==> config.mk <==
export PLATFORM = sky130hd
export DESIGN_NAME = uart_tx_arbiter
export DESIGN_NICKNAME = d
export VERILOG_FILES = /design/src/rtl/uart_tx_arbiter.sv
export SDC_FILE = /design/constraint.sdc
export NUM_CORES = 1
export LEC_CHECK = 0
export CORE_MARGIN = 10
export CORE_UTILIZATION = 56
export DETAILED_ROUTE_END_ITERATION = 7
export PLACE_DENSITY = 0.86
export SYNTH_ARGS = -nofsm -noshare
export SYNTH_HDL_FRONTEND = slang
export SYNTH_SLANG_ARGS = --single-unit
==> constraint.sdc <==
create_clock -name clk -period 5.39 [get_ports clk]
set_input_delay 1.3475 -clock clk [delete_from_list [all_inputs] [get_ports clk]]
set_output_delay 1.3475 -clock clk [all_outputs]
set_load 0.05 [all_outputs]
==> src/rtl/uart_tx_arbiter.sv <==
// uart_tx_arbiter: round-robin arbiter sharing one UART transmitter between NUM_REQ byte producers
//   clk, rst          : system clock, synchronous active-high reset
//   req_valid/req_data: per-requester byte offer, byte k at [8k+7:8k]
//   req_ready         : one-hot accept pulse, coincident with tx_start
//   tx_data/tx_start  : byte and one-cycle launch pulse to the transmitter
//   clear_req         : end-of-frame pulse from the transmitter
//   timeout_cycles    : watchdog limit in cycles, 0 disables it
//   busy/grant_id     : frame outstanding / last granted requester
//   timeout_err       : one-cycle pulse when the watchdog abandons a frame
module uart_tx_arbiter #(
    parameter int NUM_REQ = 2,
    parameter int ID_W    = 1
) (
    input  logic                   clk,
    input  logic                   rst,
    input  logic [NUM_REQ-1:0]     req_valid,
    input  logic [8*NUM_REQ-1:0]   req_data,
    output logic [NUM_REQ-1:0]     req_ready,
    output logic [7:0]             tx_data,
    output logic                   tx_start,
    input  logic                   clear_req,
    input  logic [31:0]            timeout_cycles,
    output logic                   busy,
    output logic [ID_W-1:0]        grant_id,
    output logic                   timeout_err
);
    typedef enum logic {IDLE, BUSY} state_t;
    state_t             state_q, state_d;
    logic [31:0]        cnt_q, cnt_d;
    logic [NUM_REQ-1:0] ready_q, ready_d;
    logic [7:0]         data_q, data_d;
    logic               start_q, start_d, busy_q, busy_d, terr_q, terr_d;
    logic [ID_W-1:0]    grant_q, grant_d, sel, idx;
    logic               found;
    // first valid requester after the last grant, wrapping modulo NUM_REQ
    always_comb begin
        sel = grant_q;
        idx = grant_q;
        found = 1'b0;
        for (int i = 0; i < NUM_REQ; i++) begin
            idx = (idx == ID_W'(NUM_REQ - 1)) ? '0 : idx + 1'b1;
            if (!found && req_valid[idx]) begin
                sel = idx;
                found = 1'b1;
            end
        end
    end
    always_comb begin
        state_d = state_q;
        cnt_d   = cnt_q + 32'd1;
        ready_d = '0;
        data_d  = data_q;
        start_d = 1'b0;
        busy_d  = busy_q;
        grant_d = grant_q;
        terr_d  = 1'b0;
        if (state_q == IDLE) begin
            cnt_d = '0;
            if (found) begin
                ready_d[sel] = 1'b1;
                data_d  = req_data[{sel, 3'b000} +: 8];
                start_d = 1'b1;
                grant_d = sel;
                busy_d  = 1'b1;
                state_d = BUSY;
            end
        end else if (clear_req && !start_q) begin
            // a pulse in the launch cycle belongs to an earlier frame
            busy_d  = 1'b0;
            state_d = IDLE;
        end else if (timeout_cycles != '0 && cnt_q == timeout_cycles - 32'd1) begin
            terr_d  = 1'b1;
            busy_d  = 1'b0;
            state_d = IDLE;
        end
    end
    always_ff @(posedge clk) begin
        if (rst) begin
            state_q <= IDLE;
            cnt_q   <= '0;
            ready_q <= '0;
            data_q  <= '0;
            start_q <= 1'b0;
            busy_q  <= 1'b0;
            grant_q <= ID_W'(NUM_REQ - 1);
            terr_q  <= 1'b0;
        end else begin
            state_q <= state_d;
            cnt_q   <= cnt_d;
            ready_q <= ready_d;
            data_q  <= data_d;
            start_q <= start_d;
            busy_q  <= busy_d;
            grant_q <= grant_d;
            terr_q  <= terr_d;
        end
    end
    assign req_ready   = ready_q;
    assign tx_data     = data_q;
    assign tx_start    = start_q;
    assign busy        = busy_q;
    assign grant_id    = grant_q;
    assign timeout_err = terr_q;
endmodule

# == Yosys cells after proc, flatten, opt, wreduce, memory -nomap -nowiden ==
# Cells that the tools add are included.
# word_totals
ff_bits,47
input_bits,53
# op_classes
add_sub_neg,4
magnitude_cmp,4
n_eq_ne,2
shifts,1
mux,21
bitwise,2
n_reduce_logical,14
# op_table
operator,n
"32-bit by 1-bit adder with 32-bit output, second input constant",1
32-bit equality test,1
32-bit nonzero test,1
"32-bit by 1-bit subtractor with 32-bit output, second input constant",1
1-bit 2-to-1 mux,20
16-bit by 5-bit variable part select with 8-bit output,1
"1-bit by 2-bit less-than comparator with 1-bit output, second input constant",3
3-bit OR reduction,2
1-bit logical AND,4
2-bit AND reduction,2
2-bit OR reduction,2
"3-bit by 1-bit != test with 1-bit output, second input constant",1
"1-bit adder, second input constant",2
1-bit zero test,2
1-bit inverter,2
2-bit nonzero test,1
1-bit demux with 1-bit select,1
"1-bit >= comparator, second input constant",1

# == Depth between registers and ports, before layout ==
# Gate-level depths: netlist of the first run.
# logic_depth
ltp_word,12
ltp_mapped,10

# == Worst setup path before layout of the first run ==
# OpenSTA, ideal clock, no wires.
# synth_timing
path_type,input to register
startpoint,in timeout_cycles[0]
endpoint,"reg busy_q, in the netlist busy"
setup_time_ns,0.117
t_arrival_ns,3.519
required_time_ns,5.273
slack_ns,1.754
cell_stages,10
path_buffers,0
path_cell_list,inv_1 > ha_1 > nor2b_1 > nand4_1 > or3_1 > o31a_1 > a2111oi_2 > nand4_1 > a21oi_1 > o21ai_1
# synth_via
elab_chain_len,5
elab_cells_between_ends,6
# synth_rtl
item,line_no,text
from (decl),22,"input logic [31:0] timeout_cycles,"
32-bit by 1-bit subtractor with 32-bit output,71,end else if (timeout_cycles != '0 && cnt_q == timeout_cycles - 32'd1) begin
32-bit equality test,71,
1-bit logical AND (*),71,
3-bit by 1-bit != test with 1-bit output (no line) (*),--,
2-bit AND reduction (no line) (*),--,
to (signal assigned),93,busy_q <= busy_d;
to (decl),32,"logic start_q, start_d, busy_q, busy_d, terr_q, terr_d;"
# Mark *: on every way between the ends. The rest lies on a longest branch, timed or not.
# A chain may end at the register's enable or synchronous reset.

# == Final worst setup path of the first run ==
# Ends and elaborated chain as after synthesis.

==> results of run 1 <==
==> worst paths after layout <==
kind | from | endpoint | slack (ns) | depth (start not counted)
worst min-delay path | busy | busy | 0.46 | 2
worst max-delay path | timeout_cycles[0] | busy | 0.95 | 11
worst max register to register | cnt_q[5] | cnt_q[28] | 2.69 | 8
worst min register to register | busy | busy | 0.46 | 2
==> metal layers <==
layer / global-route usage / up-vias / share of wire
met1: 0.218 / 1493 / 0.43
met2: 0.288 / 132 / 0.46
met5: 0 / - / 0
met4: 0.0670 / 0 / 0.021
met3: 0.0597 / 16 / 0.086
li1: - / 1595 / -
==> flip-flops by register name, summed over array words and instances, names as in the netlist <==
signal,flops
grant_id,1
state_q,1
tx_data,8
busy,1
tx_start,1
cnt_q,32
req_ready,2
timeout_err,1
==> power groups by stage <==
stage                     sequential (mW)  combinational (mW)  clock, mW
after detailed placement            0.376               0.210          0
after global placement              0.376               0.206          0
after CTS                           0.368               0.212      0.215
final                               0.368               0.211      0.208
after floorplan                     0.415              0.0838          0
after global routing                0.370               0.227      0.228
==> synthesized netlist by cell type, types with 2 or more instances <==
cell      number
buf_6          4
or3_1         16
a21oi_1        9
ha_1           3
or2_2          3
dfxtp_1       47
nor3_1        14
a41oi_1        2
xor2_1        27
clkbuf_1       9
a211oi_1      11
o31ai_1        2
xnor2_1       36
nand2_1       17
nand2b_1       4
or4_4          3
nor2b_1        5
o211ai_1       3
nor2_1        55
inv_1         12
o21ai_0       11
nand4b_1       2
mux2i_1        9
nand3b_1       5
nor4_1        11
o311ai_0       3
and4_1         2
nand3_1       16
nand4_1       15
or4_1          2
o21ba_2        2
and2_1         2
and3_1         6
a31oi_1        5
==> per-stage QoR <==
step,instances,hold slack (ns),total power [mW],worst slack (ns),area (um^2)
floorplan,406,0.436,0.498,1.75,3330
global placement,533,0.448,0.582,0.877,4000
detailed placement,533,0.455,0.587,0.663,4000
CTS,540,0.465,0.795,0.995,4080
global route,540,0.476,0.825,0.594,4080
finish,540,0.462,0.787,0.952,4080
==> critical path: stages <==
cell and delay (ns):
clkdlybuf4s50_1 0.52, inv_1 0.14, ha_1 0.28, nor2b_1 0.45
nand4_1 0.37, or3_1 0.45, o31a_1 0.31, a2111oi_2 0.23
nand4_1 0.25, a21oi_1 0.22, o21ai_1 0.07
==> layout make-up <==
type                            instances  area (um^2)
Clock inverter                          1         5.00
Tap cell                               75         93.8
Multi-Input combinational cell        330         2230
Clock buffer                            6         82.6
Sequential cell                        47          941
Inverter                               12         45.0
Fill cell                             514         1770
Timing Repair Buffer                   69          683
==> cell families (layout without fill, tap and decap cells) <==
| family | Yosys count | in the layout |
|---|---|---|
| AND/OR/NAND/NOR | 190 | 190 |
| XOR/XNOR | 65 | 65 |
| AO/OA/AOI/OAI | 63 | 63 |
| flip-flops | 47 | 47 |
| buffers and inverters | 29 | 88 |
| multiplexers | 9 | 9 |
| adder cells (fa/ha/maj) | 3 | 3 |
==> cell usage in the layout (no fill, tap or decap), types with 11 or more instances in the layout <==
cell	Yosys	routed
nor2_1	55	55
inv_1	12	12
nor4_1	11	11
dfxtp_1	47	47
nand2_1	17	17
o21ai_0	11	11
nor3_1	14	14
clkdlybuf4s50_1	0	66
a211oi_1	11	11
nand4_1	15	15
nand3_1	16	16
or3_1	16	16
xnor2_1	36	36
xor2_1	27	27
==> reports/metrics.cfg, run 1 <==
[pwr]
ir_worst_vdd_uv=170
pwr-share-comb=0.268
p_per_area_mw_per_mm2=193
p_int_mw=0.553
power_frac_seq=0.467
p_sw_mw=0.234
p_leak_nw=1.35
p_clk_frac=0.264
sw_frac_of_total=0.298

[floorplanning]
start_util=0.570
chipWidth_um=97.2
coreArea_mm2=0.00585
die_y_um=97.2
rows=28
die_area_mm2=0.00944
io-pin-count=67

[drt]
drt_pass1_iterations=6
vias=3236
route.detailed.drc=0
drt.antenna.violating_nets=0
wl_per_cell_um=16.4
vias_per_cell=5.99
drtIter0Drc=169
wirelength_um=8830

[worst_setup_path]
arrival_ns=4.62
crit_path_start_kind=primary input
crit_fanout=7
required_ns=5.58
path_class=in2reg
cp-end-kind=flop

[yosys]
synthSimpleGateAreaFrac=0.315
async_flop_share=0
synth_fp_nets=462
yosysWarnings=0
netlist.area_leader.share=0.282
syn_avg_cell_area_um2=8.21
synth_edf_count=0
synthAdderAreaFrac=0.0113
synth_area_leaders=dfxtp_1, xnor2_1, xor2_1
synthXorXnorAreaFrac=0.180
netlist_instances=406
syn-cell-area_mm2=0.00333
synth_top_cell_by_area=dfxtp_1
synth.ff_latch_count=47
yosysSeqAreaShare=0.282
synth_mux_area_frac=0.0270
synth_top_family_by_area=simple AND/OR/NAND/NOR gates
ys.flop_type=dfxtp_1
synth_compound_area_frac=0.135
ys_types=67

[placed_design]
gp_congestion=0.911
port_buffers=66
dp_hpwl_um=7090

[flow_run]
drv_cap=0

[clocking]
cts_tree=done
cts_buffer_depth=2
cts_hold_buffers=0
h-tree-depth=2
cts_resized=0
postCtsSetupBuffers=0
cts_made_buffers=5
path_clk_slew_ns=0.08
worstSkewPairLatency_ns=0.29
root_buffer=clkbuf_8
cts.sinks=47

[grt]
track_usage=0.180
overflow=0
grt_pass1_wl_um=14600
grt_pass1_vias=3090
grt_max_degree=35
antenna_found_initial=0

[sta]
rsz0062_at_grt=no
finalCritPeriodShare=0.823
slew_headroom=0.316
max_freq_mhz=225
skew_ns=0.00510
hold_violations=0
worst_pin_slew_ns=1.02
setup_viol=0
tns_ns=0
period_minus_slack_ns=4.44
drv_slew=0

[finish]
drive_gt1_frac=0.0624
areaGrowthSynthToFinish_pct=22.4
fin_util=0.698
nets=521
antenna_cells=0

[worst_hold_path]
hold_path_class=reg2reg

[outcome]
status=complete, no violations

Note: power is estimated with default switching activity, not from simulation.
==> run 2, diff against run 1 <==
--- a/config.mk
+++ b/config.mk
@@ -6,9 +6,9 @@
 export NUM_CORES = 1
 export LEC_CHECK = 0
 export CORE_MARGIN = 10
-export CORE_UTILIZATION = 56
+export CORE_UTILIZATION = 47
 export DETAILED_ROUTE_END_ITERATION = 7
-export PLACE_DENSITY = 0.86
+export PLACE_DENSITY = 0.77
 export SYNTH_ARGS = -nofsm -noshare
 export SYNTH_HDL_FRONTEND = slang
 export SYNTH_SLANG_ARGS = --single-unit
==> constraint.sdc (replaced) <==
create_clock -name clk -period 3.56 [get_ports clk]
set_input_delay 0.89 -clock clk [delete_from_list [all_inputs] [get_ports clk]]
set_output_delay 0.89 -clock clk [all_outputs]
set_load 0.05 [all_outputs]
==> run 2 against run 1 <==
Effect of this change:
- utilization is 3.9 points lower
- clock skew is 0.0063 ns higher
- wire length is 4.3% higher
- first-iteration DRC count is 0.59% higher
- final cell count is 13% higher
- largest cell class unchanged
==> reports/metrics.cfg, run 2 (synthesized netlist as in run 1, its figures left out) <==
[placed_design]
port_buffers=66
dp_hpwl_um=7430
gp_congestion=0.883
pre_cts_ws_ns=-0.167

[finish]
areaGrowthSynthToFinish_pct=34.9
antenna_cells=0
nets=569
drive_gt1_frac=0.158
fillers=623
final_cell_mix=clkdlybuf4s50_1, nor2_1, buf_4
largest_register_ffs=32
multiInputGateArea_mm2=0.00225
fin_util=0.659
regArea_um2=941
layout_commonest_cell=clkdlybuf4s50_1
top_register=cnt_q

[worst_setup_path]
r2r_setup_slack_ns=0.84
arrival_ns=3.57
worst-path-buf-inv=1
required_ns=3.76
crit_path_start_kind=primary input
critPathTopFamily=simple AND/OR/NAND/NOR gates
ff2ff_path_depth=9
path_cells=clkdlybuf4s50_1, or4_4, or4_2, nor4_4, xnor2_1, a2111oi_2, nand4_1, a21oi_1, o21ai_1
cp-end-kind=flop
path_class=in2reg
slowest_stage=or4_2
r2r-end=cnt_q[28]
r2r-start=cnt_q[0]
worst_path_largest_cell_delay_ns=0.60
crit_fanout=3

[floorplanning]
chipWidth_um=104
coreArea_mm2=0.00683
die_y_um=104
die_area_mm2=0.0109
io-pin-count=67
rows=30
start_util=0.488

[drt]
wirelength_um=9210
wl_per_cell_um=15.1
vias_per_cell=5.49
drt_pass1_iterations=5
drt.antenna.violating_nets=0
drtIter0Drc=170
route.detailed.drc=0
vias=3347

[clocking]
path_clk_slew_ns=0.09
h-tree-depth=2
cts_buffer_depth=2
worstSkewPairLatency_ns=0.30
root_buffer=clkbuf_8
cts_tree=done
postCtsSetupBuffers=0
cts.sinks=47
cts_made_buffers=5

[sta]
period_minus_slack_ns=3.37
skew_ns=0.0114
slew_headroom=0.634
max_freq_mhz=296
hold_violations=0
rsz0062_at_grt=no
worst_pin_slew_ns=0.547
fin_ws_ns=0.187
finalCritPeriodShare=0.947
setup_viol=0
drv_slew=0

[worst_hold_path]
hold_path_class=reg2reg
whs_endpoint=busy
hold_start=busy
hold_depth=2

[grt]
overflow=0
antenna_found_initial=0
track_usage=0.163
grt_max_degree=35
grt_pass1_vias=3314
grt_pass1_wl_um=15200

[outcome]
status=complete, no violations

[flow_run]
drv_cap=0

[pwr]
ir_worst_vdd_uv=261
p_leak_nw=1.59
p_per_area_mw_per_mm2=278

-- run 2: changes by cell type in the layout (fill, tap and decap cells not counted) --
cell,delta
or3_1,-1
clkinv_2,-1
buf_4,+48
or3_4,+1
a2111oi_1,+1
nor4_1,-2
clkinvlp_4,+1
a2111oi_0,-1
clkinv_4,+1
nor4_2,+2
-- run 2: worst reg2reg max path: stages, from the launching register on --
cell and delay [ns]:
dfxtp_1 0.43, ha_1 0.21, and2_1 0.20, nand4_1 0.25, nor3_1 0.53, nand2_1 0.12, or2_2 0.30, or3_1 0.36
xor2_1 0.14, nor2_1 0.06
-- run 2: what timing repair did --
| action | CTS | global route |
|---|---|---|
| hold buffers | 0 | 0 |
| gates resized for setup | 0 | 4 |
| setup endpoints to repair | 0 | 1 |
-- run 2: worst max-delay path by stage --
stage                     endpoint          startpoint  slack, ns  cells after the start
after global placement        busy  timeout_cycles[13]      -0.09                      9
after global routing          busy  timeout_cycles[17]       0.02                     10
after CTS                     busy  timeout_cycles[13]       0.18                      9
after detailed placement      busy  timeout_cycles[13]      -0.17                      9
after floorplan               busy   timeout_cycles[0]       0.38                     10
final                         busy  timeout_cycles[25]       0.19                      9
-- run 2: cell type report --
class	instances	share of cell area
inverters	12	0.0100
repair buffers	117	0.232
well taps	96	0.0267
flip-flops and latches	47	0.209
multi-input cells	330	0.500
clock inverters	2	0.00362
clock buffers	6	0.0184
-- run 2: power breakdown --
| part | switching [mW] | leakage, nW | internal (mW) | total (mW) |
|---|---|---|---|---|
| Sequential | 0.0116 | 0.382 | 0.546 | 0.557 |
| Combinational | 0.187 | 1.16 | 0.168 | 0.355 |
| Clock | 0.181 | 0.0474 | 0.159 | 0.339 |
-- run 2: through the flow --
| stage | power (mW) | setup TNS (ns) | instance area, um^2 | hold WS, ns | instances |
|---|---|---|---|---|---|
| final | 1.25 | 0 | 4500 | 0.468 | 610 |
| after global routing | 1.31 | 0 | 4500 | 0.484 | 610 |
| after CTS | 1.26 | 0 | 4480 | 0.471 | 610 |
| after detailed placement | 0.923 | -0.307 | 4380 | 0.454 | 602 |
| after global placement | 0.917 | -0.0953 | 4380 | 0.451 | 602 |
| after floorplan | 0.755 | 0 | 3330 | 0.436 | 406 |
-- run 2: metal layers --
metal  GRT usage  vias to the layer above  wire length, um  part of all wire
met2       0.255                      123             4080              0.44
met5           0                        -                0                 0
li1            -                     1689                -                 -
met3      0.0465                       15              747             0.081
met4      0.0656                        0              172             0.019
met1       0.206                     1520             4210              0.46
==> run 3, diff against run 2 <==
--- a/config.mk
+++ b/config.mk
@@ -5,9 +5,10 @@
 export SDC_FILE = /design/constraint.sdc
 export NUM_CORES = 1
 export LEC_CHECK = 0
-export CORE_MARGIN = 10
+export CORE_MARGIN = 4
 export CORE_UTILIZATION = 47
 export DETAILED_ROUTE_END_ITERATION = 7
+export GPL_TIMING_DRIVEN = 0
 export PLACE_DENSITY = 0.77
 export SYNTH_ARGS = -nofsm -noshare
 export SYNTH_HDL_FRONTEND = slang
==> run 3 against run 2 <==
Effect of this change:
- largest power group unchanged
- wire length down 9.8%
- utilization down 2.4 points
- combinational power down 7.9%
- sequential share of layout area up 0.80 points
- critical path type unchanged
==> reports/metrics.cfg, run 3 (synthesized netlist as in run 1, its figures left out) <==
[worst_setup_path]
worst-path-buf-inv=1
critPathTopFamily=simple AND/OR/NAND/NOR gates
slowest_stage=or4_4
worst_path_largest_cell_delay_ns=0.58
cp-end-kind=flop
path_cells=clkdlybuf4s50_1, or4_4, or2_4, or3_1, o31a_1, a2111oi_4, nand4_1, a21oi_1, o21ai_1
crit_fanout=6
required_ns=3.75
r2r-start=cnt_q[5]
arrival_ns=3.62
r2r_setup_slack_ns=0.81
crit_path_start_kind=primary input
ff2ff_path_depth=9
path_class=in2reg
r2r-end=cnt_q[28]

[grt]
grt_pass1_wl_um=13800
overflow=0
grt_max_degree=15
antenna_found_initial=0
track_usage=0.196
grt_pass1_vias=3014

[floorplanning]
start_util=0.488
io-pin-count=67
rows=30
coreArea_mm2=0.00683
die_y_um=92.2
die_area_mm2=0.00851
chipWidth_um=92.2

[clocking]
h-tree-depth=2
cts_made_buffers=5
root_buffer=clkbuf_8
cts.sinks=47
cts_buffer_depth=2
worstSkewPairLatency_ns=0.29
cts_hold_buffers=0
path_clk_slew_ns=0.08
cts_tree=done

[finish]
layout_commonest_cell=nor2_1
nets=535
drive_gt1_frac=0.0896
layout.cells.non_filler=576
largest_register_ffs=32
areaGrowthSynthToFinish_pct=30.0
post-route-cell-area_mm2=0.00433
antenna_cells=0
final_cell_mix=nor2_1, clkdlybuf4s50_1, dfxtp_1
fin_util=0.634
top_register=cnt_q

[sta]
max_freq_mhz=292
worst_pin_slew_ns=0.593
finalCritPeriodShare=0.963
slew_headroom=0.605
fin_ws_ns=0.132
hold_violations=0
drv_slew=0
setup_viol=0
skew_ns=0.00616
period_minus_slack_ns=3.43

[pwr]
p_per_area_mw_per_mm2=308
ir_worst_vdd_uv=302
p_leak_nw=1.51

[outcome]
status=complete, no violations

[drt]
drt_pass1_iterations=4
wl_met1_um=3830
drt.antenna.violating_nets=0
vias=3196
wl_per_cell_um=14.4
drtIter0Drc=157
route.detailed.drc=0
vias_per_cell=5.55
wirelength_um=8300
wl_met2_um=3770
routed.top_layer=met4
met3_length_um=630

[worst_hold_path]
hold_path_class=reg2reg
hold_depth=2
whs_endpoint=busy
hold_start=busy

[placed_design]
gp_congestion=0.981
pre_cts_ws_ns=-0.859
port_buffers=63
dpl.cell_count=565
place_area_mm2=0.00409
dp_hpwl_um=6540

[flow_run]
drv_cap=0

## run 3: cell count changes in the layout (fill, tap and decap cells not counted), sizes merged
cell           before  now
buf                51    9
clkinv              1    0
dlymetal6s2s        0   10
clkdlybuf4s50      66   54
bufinv              0    2
clkinvlp            1    0
clkbuf              6   16
## run 3: timing repair
item,CTS,global route
gates resized for setup,3,20
pin swaps,3,5
setup endpoints to repair,3,3
setup buffers,3,0
## run 3: how the worst max path moves through the flow
| stage | start | to | slack, ns | cells after the start |
|---|---|---|---|---|
| 6_report | timeout_cycles[18] | busy | 0.13 | 9 |
| 3_5_place_dp | timeout_cycles[0] | busy | -0.86 | 11 |
| 2_1_floorplan | timeout_cycles[0] | busy | 0.38 | 10 |
| 4_1_cts | timeout_cycles[17] | busy | 0.001 | 9 |
| 3_3_place_gp | timeout_cycles[0] | busy | -0.78 | 11 |
| 5_1_grt | timeout_cycles[3] | busy | -0.01 | 10 |
## run 3: layer usage
layer  vias up  track usage
met2        92        0.320
met4         0       0.0433
met3         8       0.0484
li1       1629            -
met5         -            0
met1      1467        0.261
## run 3: stage by stage
step / TNS, ns / hold WS (ns) / power (mW)
floorplan: 0 / 0.436 / 0.755
global placement: -2.13 / 0.459 / 0.886
detailed placement: -2.38 / 0.461 / 0.890
CTS: 0 / 0.479 / 1.34
global route: -0.0112 / 0.523 / 1.40
finish: 0 / 0.467 / 1.34
## run 3: worst register-to-register path, delay by kind of cell, from the launching register on
kind / cells / cell delay (ns)
flip-flops: 1 / 0.32
XOR/XNOR: 1 / 0.14
AND/OR/NAND/NOR: 7 / 1.89
buffers and inverters: 1 / 0.28
## run 3: area by class of cell
class,count,area [um^2]
tap,96,120
clock buffer,6,72.6
inverter,12,45.0
sequential,47,941
buffer,17,118
fill,598,2500
timing repair buffer,66,676
multi-input combinational,330,2300
clock inverter,2,60.1
## run 3: power by group
part	internal (mW)	leakage (nW)	switching (mW)
combinational	0.144	1.07	0.184
clock	0.281	0.0654	0.170
sequential	0.545	0.382	0.0121
